==> src/rtl/led7seg_capture.sv <==
`default_nettype none
// ============================================================================
// Module   : led7seg_capture
// Recovers the 4 hex digits shown on a multiplexed active-low 7-seg bus.
// Optional error counter (err_cnt/err_clr) when LED7CAP_ERR_CNT_EN is defined.
// Revision : 1.0
// ============================================================================
module led7seg_capture #(
   parameter int STABLE_CYCLES = 4
) (
   input  logic        clk,
   input  logic        rst,
   input  logic [6:0]  seg_in,
   input  logic [3:0]  an_in,
`ifdef LED7CAP_ERR_CNT_EN
   input  logic        err_clr,
   output logic [7:0]  err_cnt,
`endif
   output logic [15:0] digits,
   output logic [3:0]  digit_valid,
   output logic        upd,
   output logic [1:0]  upd_idx,
   output logic        pat_err
);

   localparam logic [1:0] c_ST_IDLE   = 2'd0;
   localparam logic [1:0] c_ST_SETTLE = 2'd1;
   localparam logic [1:0] c_ST_HOLD   = 2'd2;
   localparam logic [7:0] c_STABLE    = 8'(STABLE_CYCLES);

   logic [6:0]  seg_s1_q, seg_s2_q, ref_seg_q, ref_seg_d;
   logic [3:0]  an_s1_q, an_s2_q, ref_an_q, ref_an_d;
   logic [1:0]  state_q, state_d;
   logic [7:0]  cnt_q, cnt_d;
   logic [15:0] digits_q, digits_d;
   logic [3:0]  valid_q, valid_d;
   logic        upd_q, upd_d, pat_err_q, pat_err_d;
   logic [1:0]  upd_idx_q, upd_idx_d;
   logic        w_onehot, w_same, w_capture;
   logic [1:0]  w_cap_idx;
   logic [3:0]  w_dec_val;
   logic        w_dec_ok, w_dec_blank;

   // Idle bus is all-ones, so the synchronisers reset to that value.
   always_ff @(posedge clk) begin
      if (rst) begin
         an_s1_q  <= '1;
         an_s2_q  <= '1;
         seg_s1_q <= '1;
         seg_s2_q <= '1;
      end else begin
         an_s1_q  <= an_in;
         an_s2_q  <= an_s1_q;
         seg_s1_q <= seg_in;
         seg_s2_q <= seg_s1_q;
      end
   end

   always_comb begin
      case (an_s2_q)
         4'b1110, 4'b1101, 4'b1011, 4'b0111: w_onehot = 1'b1;
         default:                            w_onehot = 1'b0;
      endcase
   end

   // ref_* holds the sample the current stable run is made of.
   assign w_same    = ({an_s2_q, seg_s2_q} == {ref_an_q, ref_seg_q});
   assign w_capture = (state_q == c_ST_SETTLE) && (cnt_q == c_STABLE);

   always_ff @(posedge clk) begin
      if (rst) begin
         state_q   <= c_ST_IDLE;
         cnt_q     <= '0;
         ref_an_q  <= '1;
         ref_seg_q <= '1;
      end else begin
         state_q   <= state_d;
         cnt_q     <= cnt_d;
         ref_an_q  <= ref_an_d;
         ref_seg_q <= ref_seg_d;
      end
   end

   always_comb begin
      state_d   = state_q;
      cnt_d     = cnt_q;
      ref_an_d  = ref_an_q;
      ref_seg_d = ref_seg_q;
      if (((state_q != c_ST_SETTLE) && (state_q != c_ST_HOLD)) || !w_same) begin
         ref_an_d  = an_s2_q;
         ref_seg_d = seg_s2_q;
         if (w_onehot) begin
            state_d = c_ST_SETTLE;
            cnt_d   = 8'd1;
         end else begin
            state_d = c_ST_IDLE;
            cnt_d   = '0;
         end
      end else if (state_q == c_ST_SETTLE) begin
         if (cnt_q == c_STABLE) state_d = c_ST_HOLD;
         else                   cnt_d   = cnt_q + 8'd1;
      end
   end

   always_comb begin
      case (ref_an_q)
         4'b1101: w_cap_idx = 2'd1;
         4'b1011: w_cap_idx = 2'd2;
         4'b0111: w_cap_idx = 2'd3;
         default: w_cap_idx = 2'd0;
      endcase
   end

   always_comb begin
      w_dec_ok    = 1'b1;
      w_dec_blank = 1'b0;
      w_dec_val   = 4'h0;
      case (ref_seg_q)
         7'h40: w_dec_val = 4'h0;
         7'h79: w_dec_val = 4'h1;
         7'h24: w_dec_val = 4'h2;
         7'h30: w_dec_val = 4'h3;
         7'h19: w_dec_val = 4'h4;
         7'h12: w_dec_val = 4'h5;
         7'h02: w_dec_val = 4'h6;
         7'h78: w_dec_val = 4'h7;
         7'h00: w_dec_val = 4'h8;
         7'h10: w_dec_val = 4'h9;
         7'h08: w_dec_val = 4'hA;
         7'h03: w_dec_val = 4'hB;
         7'h46: w_dec_val = 4'hC;
         7'h21: w_dec_val = 4'hD;
         7'h06: w_dec_val = 4'hE;
         7'h0E: w_dec_val = 4'hF;
         7'h7F: begin
            w_dec_ok    = 1'b0;
            w_dec_blank = 1'b1;
         end
         default: w_dec_ok = 1'b0;
      endcase
   end

   // upd only fires when the stored state really changes.
   always_comb begin
      digits_d  = digits_q;
      valid_d   = valid_q;
      upd_d     = 1'b0;
      upd_idx_d = upd_idx_q;
      pat_err_d = 1'b0;
      if (w_capture) begin
         if (w_dec_ok) begin
            if (!valid_q[w_cap_idx] || (digits_q[{w_cap_idx, 2'b00} +: 4] != w_dec_val)) begin
               digits_d[{w_cap_idx, 2'b00} +: 4] = w_dec_val;
               valid_d[w_cap_idx]                = 1'b1;
               upd_d                             = 1'b1;
               upd_idx_d                         = w_cap_idx;
            end
         end else if (w_dec_blank) begin
            if (valid_q[w_cap_idx]) begin
               valid_d[w_cap_idx] = 1'b0;
               upd_d              = 1'b1;
               upd_idx_d          = w_cap_idx;
            end
         end else begin
            pat_err_d = 1'b1;
         end
      end
   end

   always_ff @(posedge clk) begin
      if (rst) begin
         digits_q  <= '0;
         valid_q   <= '0;
         upd_q     <= 1'b0;
         upd_idx_q <= '0;
         pat_err_q <= 1'b0;
      end else begin
         digits_q  <= digits_d;
         valid_q   <= valid_d;
         upd_q     <= upd_d;
         upd_idx_q <= upd_idx_d;
         pat_err_q <= pat_err_d;
      end
   end

   assign digits      = digits_q;
   assign digit_valid = valid_q;
   assign upd         = upd_q;
   assign upd_idx     = upd_idx_q;
   assign pat_err     = pat_err_q;

`ifdef LED7CAP_ERR_CNT_EN
   logic       w_ref_multi, w_multi_entry;
   logic [8:0] w_err_sum;
   logic [7:0] err_cnt_q;

   // In IDLE ref_an_q is last cycle's anode sample, so this flags multi-hot -> one-hot.
   assign w_ref_multi   = (ref_an_q != 4'hF) && ($countones(ref_an_q) <= 2);
   assign w_multi_entry = (state_q == c_ST_IDLE) && w_onehot && w_ref_multi;
   assign w_err_sum     = {1'b0, err_cnt_q} + {8'd0, pat_err_q} + {8'd0, w_multi_entry};

   always_ff @(posedge clk) begin
      if (rst || err_clr)          err_cnt_q <= '0;
      else if (w_err_sum > 9'd255) err_cnt_q <= 8'hFF;
      else                         err_cnt_q <= w_err_sum[7:0];
   end

   assign err_cnt = err_cnt_q;
`endif

endmodule
`default_nettype wire
==> config.mk <==
export PLATFORM = sky130hd
export DESIGN_NAME = led7seg_capture
export DESIGN_NICKNAME = d
export VERILOG_FILES = /design/src/rtl/led7seg_capture.sv
export SDC_FILE = /design/constraint.sdc
export NUM_CORES = 1
export LEC_CHECK = 0
export CAP_MARGIN = 20
export CORE_MARGIN = 2
export CORE_UTILIZATION = 38
export CTS_CLUSTER_SIZE = 20
export DETAILED_ROUTE_END_ITERATION = 6
export PLACE_DENSITY = 0.61
export SYNTH_ARGS = -nofsm -noshare
export SYNTH_HDL_FRONTEND = slang
export SYNTH_SLANG_ARGS = --single-unit
==> constraint.sdc <==
create_clock -name clk -period 5.9 [get_ports clk]
set_input_delay 0.885 -clock clk [delete_from_list [all_inputs] [get_ports clk]]
set_output_delay 0.885 -clock clk [all_outputs]
set_load 0.005 [all_outputs]
## After elaboration in Yosys (flattened, before gate mapping)

Index checks and enable logic that the tools add are counted.
W data, S select, Z words.

- Output and inout bits: 24
- Register bits after elaboration: 67
- Logic and storage cells: 106

- Shift operators: 3
- Eq/ne operators: 31
- $lt $le $gt $ge: 2
- Add/sub/neg operators: 2
- Reductions and logical operators: 20
- Bitwise gates (word level): 4
- Mux-type cells: 31

Operators by type and width:

| operator | count |
|---|---|
| $pmux W4 S15 | 1 |
| $eq A7 B7 Y1 const B | 5 |
| $mux W8 | 3 |
| $eq A7 B5 Y1 const B | 3 |
| $eq A7 B6 Y1 const B | 3 |
| $eq A4 B4 Y1 const B | 5 |
| $bwmux W16 | 1 |
| $mux W4 | 4 |
| $reduce_or A16 Y1 | 1 |
| $shift A4 B6 Y16 const A | 1 |
| $shiftx A16 B5 Y4 | 1 |
| $shiftx A4 B6 Y16 | 1 |
| $eq A7 B2 Y1 const B | 2 |
| $eq A7 B4 Y1 const B | 2 |
| $mux W2 | 7 |
| $mux W1 | 12 |
| $eq A11 B11 Y1 | 1 |
| $add A8 B1 Y8 const B | 1 |
| $eq A4 B3 Y1 const B | 2 |
| $eq A8 B3 Y1 const B | 1 |
| $reduce_bool A2 Y1 | 4 |
| $eq A7 B3 Y1 const B | 1 |
| $logic_not A7 Y1 | 1 |
| $neg A4 Y6 | 1 |
| other kinds (22) | 29 |

## Longest topological paths before layout

Gate-level depths: netlist (run 1).

- Depth after elaboration: 11
- Mapped depth: 10
- Gate-level depth less buffers: 9

## Least setup slack after synthesis (run 1)

OpenSTA, ideal clock, no wires.

- Kind: register to register
- From: register ref_an_q[3]
- To: register upd_idx_q[0] (netlist: upd_idx[0])
- Period minus slack after synthesis: 2.409 ns
- Library setup time: 0.123 ns
- Arrival time: 2.286 ns
- Slack: 3.491 ns
- Cell stages (with the launch flop): 11
- Buffers on the path: 1
- Path through: dfxtp_1 buf_2 xor2_2 nand3_2 inv_2 o32ai_2 or2_0 a211oi_2 o211ai_4 o21ai_4 mux2_1

- Longest elaborated chain between the ends: 8
- Elaborated cells between the ends (all ways): 17

RTL lines:

| element | line | RTL |
|---|---|---|
| from (decl) | 32 | `logic [3:0] an_s1_q, an_s2_q, ref_an_q, ref_an_d;` |
| from (signal assigned) | 79 | `ref_an_q <= ref_an_d;` |
| $eq A4 B3 Y1 / $eq A4 B4 Y1 (equally long branches) | 106 | `case (ref_an_q)` |
| $pmux W2 S3 * | 106 |  |
| net w_cap_idx[1] | 40 | `logic [1:0] w_cap_idx;` |
| branches (longest 5 deep; another with $shiftx A16 B5 Y4) | -- |  |
| $reduce_and A4 Y1 (no source line) * | -- |  |
| to (signal assigned) | 181 | `upd_idx_q <= upd_idx_d;` |
| to (decl) | 38 | `logic [1:0] upd_idx_q, upd_idx_d;` |

Mark *: on every way through the listed nets, which the timed path passes. The select of a mux whose other input is x is not followed.
A chain may end at the register's enable or synchronous reset.

## Worst setup path after layout (run 1)

- From: register ref_seg_q[2]
- To: register upd_idx_q[1] (netlist: upd_idx[1])

- Longest elaborated chain between the ends: 6
- Elaborated cells between the ends (all ways): 28

RTL lines:

| element | line | RTL |
|---|---|---|
| from (decl) | 31 | `logic [6:0] seg_s1_q, seg_s2_q, ref_seg_q, ref_seg_d;` |
| from (signal assigned) | 80 | `ref_seg_q <= ref_seg_d;` |
| $eq A7 B4 Y1 (tied with other cells) | 118 | `case (ref_seg_q)` |
| $pmux W4 S15 | 118 |  |
| $ne A4 B4 Y1 | 152 | `if (!valid_q[w_cap_idx] \|\| (digits_q[{w_cap_idx, 2'b00} +: 4] != w_dec_val)) begin` |
| $logic_or A1 B1 Y1 | 152 |  |
| $ne A2 B1 Y1 (no source line) | -- |  |
| $reduce_and A4 Y1 (no source line) | -- |  |

Parallel ways exist; a longest one is shown, timed or not.

==> flow_summary.ini, run 1 <==
[floorplan]
io_pins = 37
row_count = 34
dieArea_um2 = 9590
chipWidth_um = 97.9
initial_core_util_pct = 38.8
core-area_um2 = 8640
dieHeight_um = 97.9

[power]
leakagePower_nw = 1.49
power_w = 0.000892
p_seq_share_pct = 52.9
combPwrFrac_pct = 6.9
p_clk_share_pct = 40.1
power_density_nw_per_um2 = 225
swShare_pct = 26.9
p_switching_w = 0.000240
peakVddDrop_v = 0.000136
intPower_w = 0.000652

[sta]
worst_slack_ns = 3.04
worst_pin_slew_ns = 0.783
tns_ns = 0
slew_violations = 0
period_share_pct = 48.4
period_needed_ns = 2.86
hold_viol_final = 0
rsz0062_at_grt = false
timing.slew.headroom_pct = 47.7
max_freq_mhz = 350
clock_skew_ns = 0.0108
finalSetupViolCount = 0

[synth]
ys_types = 57
synthTopCellsByCount = dfxtp_1, or2_2, nand2_1
synth_most_common_cell = dfxtp_1
synth_area_um2 = 3350
ys_seq_area_share_pct = 40.0
ys.flop_type = dfxtp_1
synth_compound_area_share_pct = 12.2
synth_top_family_by_area = simple AND/OR/NAND/NOR gates
synthXorXnorAreaFrac_pct = 6.72
yosys.area_share.adder_pct = 2.99
synth_mux_area_share_pct = 6.38
synthArstFlopShare_pct = 0
synth-simple-area-share_pct = 28.2
yosys.area.top_type = dfxtp_1
yosysTopAreaCellShare_pct = 40.0
syn_avg_cell_area_um2 = 9.01
synthCells = 372
synth-seq-cells = 67
synth-edff-count = 0
synth_area_leaders = dfxtp_1, or2_2, mux2i_1
yosysWarnings = 0
syn_nets = 393

[cells_and_area]
syn_to_final_growth_pct = 18.1
nets = 423
drive_gt1_share_pct = 17.7
instances_no_fill = 515
postLayoutCoreUtil_pct = 45.9
antennaDiodeCount = 0

[worst_setup_path]
startpoint_type = register
crit_fanout = 15
critPathArrivalTime_ns = 3.10
path_cells = nor2b_1 -> mux2i_1 -> nor2_1 -> o21a_1 -> nor3b_1 -> a21oi_1 -> o21ai_4 -> mux2_1
setup.worst_path.start = ref_seg_q[2]
critPathRequiredTime_ns = 6.14
slowest_stage = nor3b_1
end_kind = register
slowest_delay_ns = 0.66
rr_startpoint = ref_seg_q[2]
crit_type = reg -> reg

[drt]
dr.pass1.iters = 4
num_vias = 2688
wl_mm = 7.42
first_iter_violations = 168
routedWlPerCell_um = 14.4
avgViaCountPerCell = 5.22
drcViolationCount = 0
antenna_left = 0

[cts]
cts_setup_buffers = 0
cts_buffer_depth = 2
cts_root_buffer = clkbuf_8
cts_made_buffers = 9
clk_latency_ns = 0.35
path_clk_slew_ns = 0.08
h-tree-depth = 3
cts_tree = yes
numClockSinks = 67
ctsHoldBuffers = 0
cts_resized = 0

[global_route]
globalRoute.totalOverflow = 0
track_usage_pct = 16.4
grt_pass1_wl_mm = 12.8
antenna_found_initial = 0
grt_pass1_vias = 2543
grt_start_max_net_pins = 67

[hold_path]
min-delay-start = seg_s1_q[0]
hold_class = reg -> reg

[place]
dp.cells = 499
dp_slack_ns = 3.08
port-buffer-count = 36
place_congestion = 0.927
post-dp-hpwl_mm = 5.39

[status]
status = completed

[job]
maxCapViolCount = 0
==> cells by family after synthesis <==
kind of cell / Yosys count
multiplexers: 21
AND/OR/NAND/NOR: 170
buffers and inverters: 29
XOR/XNOR: 24
AO/OA/AOI/OAI: 53
adder cells (fa/ha/maj): 8
flip-flops: 67
==> power groups by stage <==
stage / registers (W) / clock network, W / logic, W
after CTS: 0.000472 / 0.000366 / 0.0000622
after global routing: 0.000474 / 0.000390 / 0.0000690
after global placement: 0.000483 / 0 / 0.0000611
after floorplan: 0.000477 / 0 / 0.0000495
final: 0.000472 / 0.000358 / 0.0000618
after detailed placement: 0.000483 / 0 / 0.0000619
==> state kept, by name (all words and copies together) (netlist names), named ones only <==
| register | count |
|---|---|
| ref_seg_q | 7 |
| an_s1_q | 4 |
| pat_err | 1 |
| an_s2_q | 4 |
| digits | 16 |
| seg_s1_q | 7 |
| state_q | 2 |
| cnt_q | 8 |
| upd | 1 |
| upd_idx | 2 |
| ref_an_q | 4 |
| seg_s2_q | 7 |
==> routing by layer <==
metal | global-route usage [%] | vias to the layer above | part of all wire (%) | wire length [um]
met1 | 23.2 | 1263 | 49 | 3600
met5 | 0 | - | 0 | 0
met4 | 7.69 | 0 | 2.3 | 170
met2 | 24.0 | 76 | 44 | 3260
met3 | 3.22 | 13 | 5.2 | 383
li1 | - | 1336 | - | -
==> path summary, 6_finish.rpt <==
kind | end | slack (ns) | cells past startpoint
max reg2reg | upd_idx[1] | 3.04 | 8
min | seg_s2_q[0] | 0.41 | 1
min reg2reg | seg_s2_q[0] | 0.41 | 1
max | upd_idx[1] | 3.04 | 8
==> through the flow <==
step,instance area (um2),hold WS [ns]
finish,3960,0.408
global route,3960,0.422
CTS,3960,0.415
detailed placement,3780,0.395
global placement,3780,0.392
floorplan,3350,0.389
==> cell type report <==
class / count / area [um2]
Timing Repair Buffer: 37 / 368
Inverter: 11 / 41.3
Tap cell: 108 / 135
Clock buffer: 9 / 124
Clock inverter: 7 / 57.6
Sequential cell: 67 / 1340
Fill cell: 829 / 4680
Multi-Input combinational cell: 276 / 1890
==> cells in the final DEF (no fill, tap or decap), types with 3 or more instances in the layout <==
cell type and count:
a21boi_0 3, a21oi_1 16, a221oi_1 5, and3_1 4
clkbuf_8 9, clkdlybuf4s50_1 36, dfxtp_1 67, ha_1 8
inv_1 9, inv_6 4, mux2i_1 18, nand2_1 34
nand2b_1 18, nand3_1 10, nand3_2 5, nand4_1 3
nor2_1 25, nor2b_1 5, nor3_1 6, nor3b_1 4
nor4_1 5, nor4b_1 4, o21ai_0 6, o21bai_1 4
or2_2 36, xnor2_1 4, xor2_1 18
==> worst max-delay path, delay by kind of cell, from the launching register on <==
| kind | cells | cell delay [ns] |
|---|---|---|
| AND/OR/NAND/NOR | 3 | 0.94 |
| flip-flops | 1 | 0.65 |
| AO/OA/AOI/OAI | 3 | 0.65 |
| multiplexers | 2 | 0.51 |
Note: power is estimated with default switching activity, not from simulation.
==> inputs of run 2 (changes only) <==
Settings changed: PLACE_DENSITY 0.61 to 0.63.
Clock period 5.9 ns to 2.45 ns, I/O delays scaled along.
==> flow_summary.ini, run 2 (synthesized netlist as in run 1, its figures left out) <==
[status]
status = completed

[power]
swShare_pct = 25.0
power_density_nw_per_um2 = 518
p_clk_share_pct = 42.4
p_seq_share_pct = 49.3
p_switching_w = 0.000573
combPwrFrac_pct = 8.3
intPower_w = 0.00172
power_w = 0.00229
leakagePower_nw = 1.73
peakVddDrop_v = 0.000301

[sta]
max_freq_mhz = 417
period_share_pct = 97.9
timing.hold.ws_ns = 0.409
clock_skew_ns = 0.00860
period_needed_ns = 2.40
slew_violations = 0
hold_viol_final = 0
rsz0062_at_grt = true
timing.slew.headroom_pct = 63.1
worst_pin_slew_ns = 0.548
finalSetupViolCount = 0
worst_slack_ns = 0.0514

[global_route]
antenna_found_initial = 0
track_usage_pct = 16.4
grt_pass1_vias = 2646
grt_pass1_wl_mm = 12.7
globalRoute.totalOverflow = 0
grt_start_max_net_pins = 67

[worst_setup_path]
startpoint_type = register
cp.depth = 8
critPathRequiredTime_ns = 2.68
end_kind = register
crit_buf_inv = 0
slowest_delay_ns = 0.43
reg2reg_slack_ns = 0.05
crit_family = compound AO/OA/AOI/OAI gates
critPathArrivalTime_ns = 2.63
path_cells = or3b_4 -> a2111oi_2 -> a211o_1 -> xnor2_1 -> nor2b_1 -> o211ai_4 -> o21ai_4 -> mux2_4
reg2regPathDepth = 8
crit_fanout = 5
crit_type = reg -> reg
slowest_stage = or3b_4

[drt]
first_iter_violations = 149
antenna_left = 0
dr.pass1.iters = 5
wl_mm = 7.96
num_vias = 2837
avgViaCountPerCell = 5.12
routedWlPerCell_um = 14.4
drcViolationCount = 0

[cts]
cts_root_buffer = clkbuf_8
path_clk_slew_ns = 0.08
clk_latency_ns = 0.35
numClockSinks = 67
cts_tree = yes
h-tree-depth = 3
cts_buffer_depth = 2
cts_made_buffers = 9

[cells_and_area]
syn_to_final_growth_pct = 32.0
nets = 462
fillers = 814
final_common_cell = dfxtp_1
drive_gt1_share_pct = 30.7
antennaDiodeCount = 0
sequential_cell_area_um2 = 1360
instances_no_fill = 554
multiInputGateArea_um2 = 2010
largest_reg_flops = 16
layout_common_cells = dfxtp_1, buf_4, or2_2, clkdlybuf4s50_1, nand2_1

[floorplan]
dieArea_um2 = 9590
chipWidth_um = 97.9
dieHeight_um = 97.9
io_pins = 37
initial_core_util_pct = 38.8
core-area_um2 = 8640
row_count = 34

[hold_path]
hold_class = reg -> reg
hold-path-cell-count = 1

[place]
dp_slack_ns = -0.0914
place_congestion = 0.927
port-buffer-count = 36
dp.cells = 536
post-dp-hpwl_mm = 5.63

[job]
maxCapViolCount = 0
## run 2: per-layer routing
| layer | GRT usage, % | share of wire [%] |
|---|---|---|
| met1 | 22.2 | 48 |
| met2 | 25.3 | 45 |
| met3 | 2.65 | 4.7 |
| met4 | 7.91 | 2.3 |
| met5 | 0 | 0 |
## run 2: area by class of cell
type                    count  area share [%]
multi-input cells         276            45.4
flip-flops and latches     67            30.7
repair buffers             76            15.2
clock buffers              10            3.11
well taps                 108            3.05
clock inverters             6            1.58
inverters                  11           0.933
## run 2: power by group through the flow
stage          Combinational [W]  Clock, W  Sequential (W)
2_1_floorplan           0.000119         0         0.00115
6_report                0.000190  0.000972         0.00113
5_1_grt                 0.000207   0.00104         0.00113
3_3_place_gp            0.000177         0         0.00116
3_5_place_dp            0.000179         0         0.00116
4_1_cts                 0.000181  0.000996         0.00113
## run 2: path summary, 6_finish.rpt
path | to | from
worst max register to register | upd_idx[0] | ref_seg_q[4]
worst max-delay path | upd_idx[0] | ref_seg_q[4]
worst min-delay path | seg_s2_q[1] | seg_s1_q[1]
worst min register to register | seg_s2_q[1] | seg_s1_q[1]
## run 2: what timing repair did
action                                  in CTS  in global routing
pin swaps                                    0                  8
gates resized for setup                      6                 30
hold buffers                                 0                  0
buffers inserted                             0                  2
endpoints found under the setup margin      22                 22
## run 2: per-stage QoR
step	cell area, um2	utilization (%)	setup TNS, ns
6_report	4430	51.2	0
5_1_grt	4430	51.2	-0.0126
4_1_cts	4300	49.8	0
3_5_place_dp	4070	47.1	-0.862
3_3_place_gp	4070	47.1	-0.792
2_1_floorplan	3350	-	0
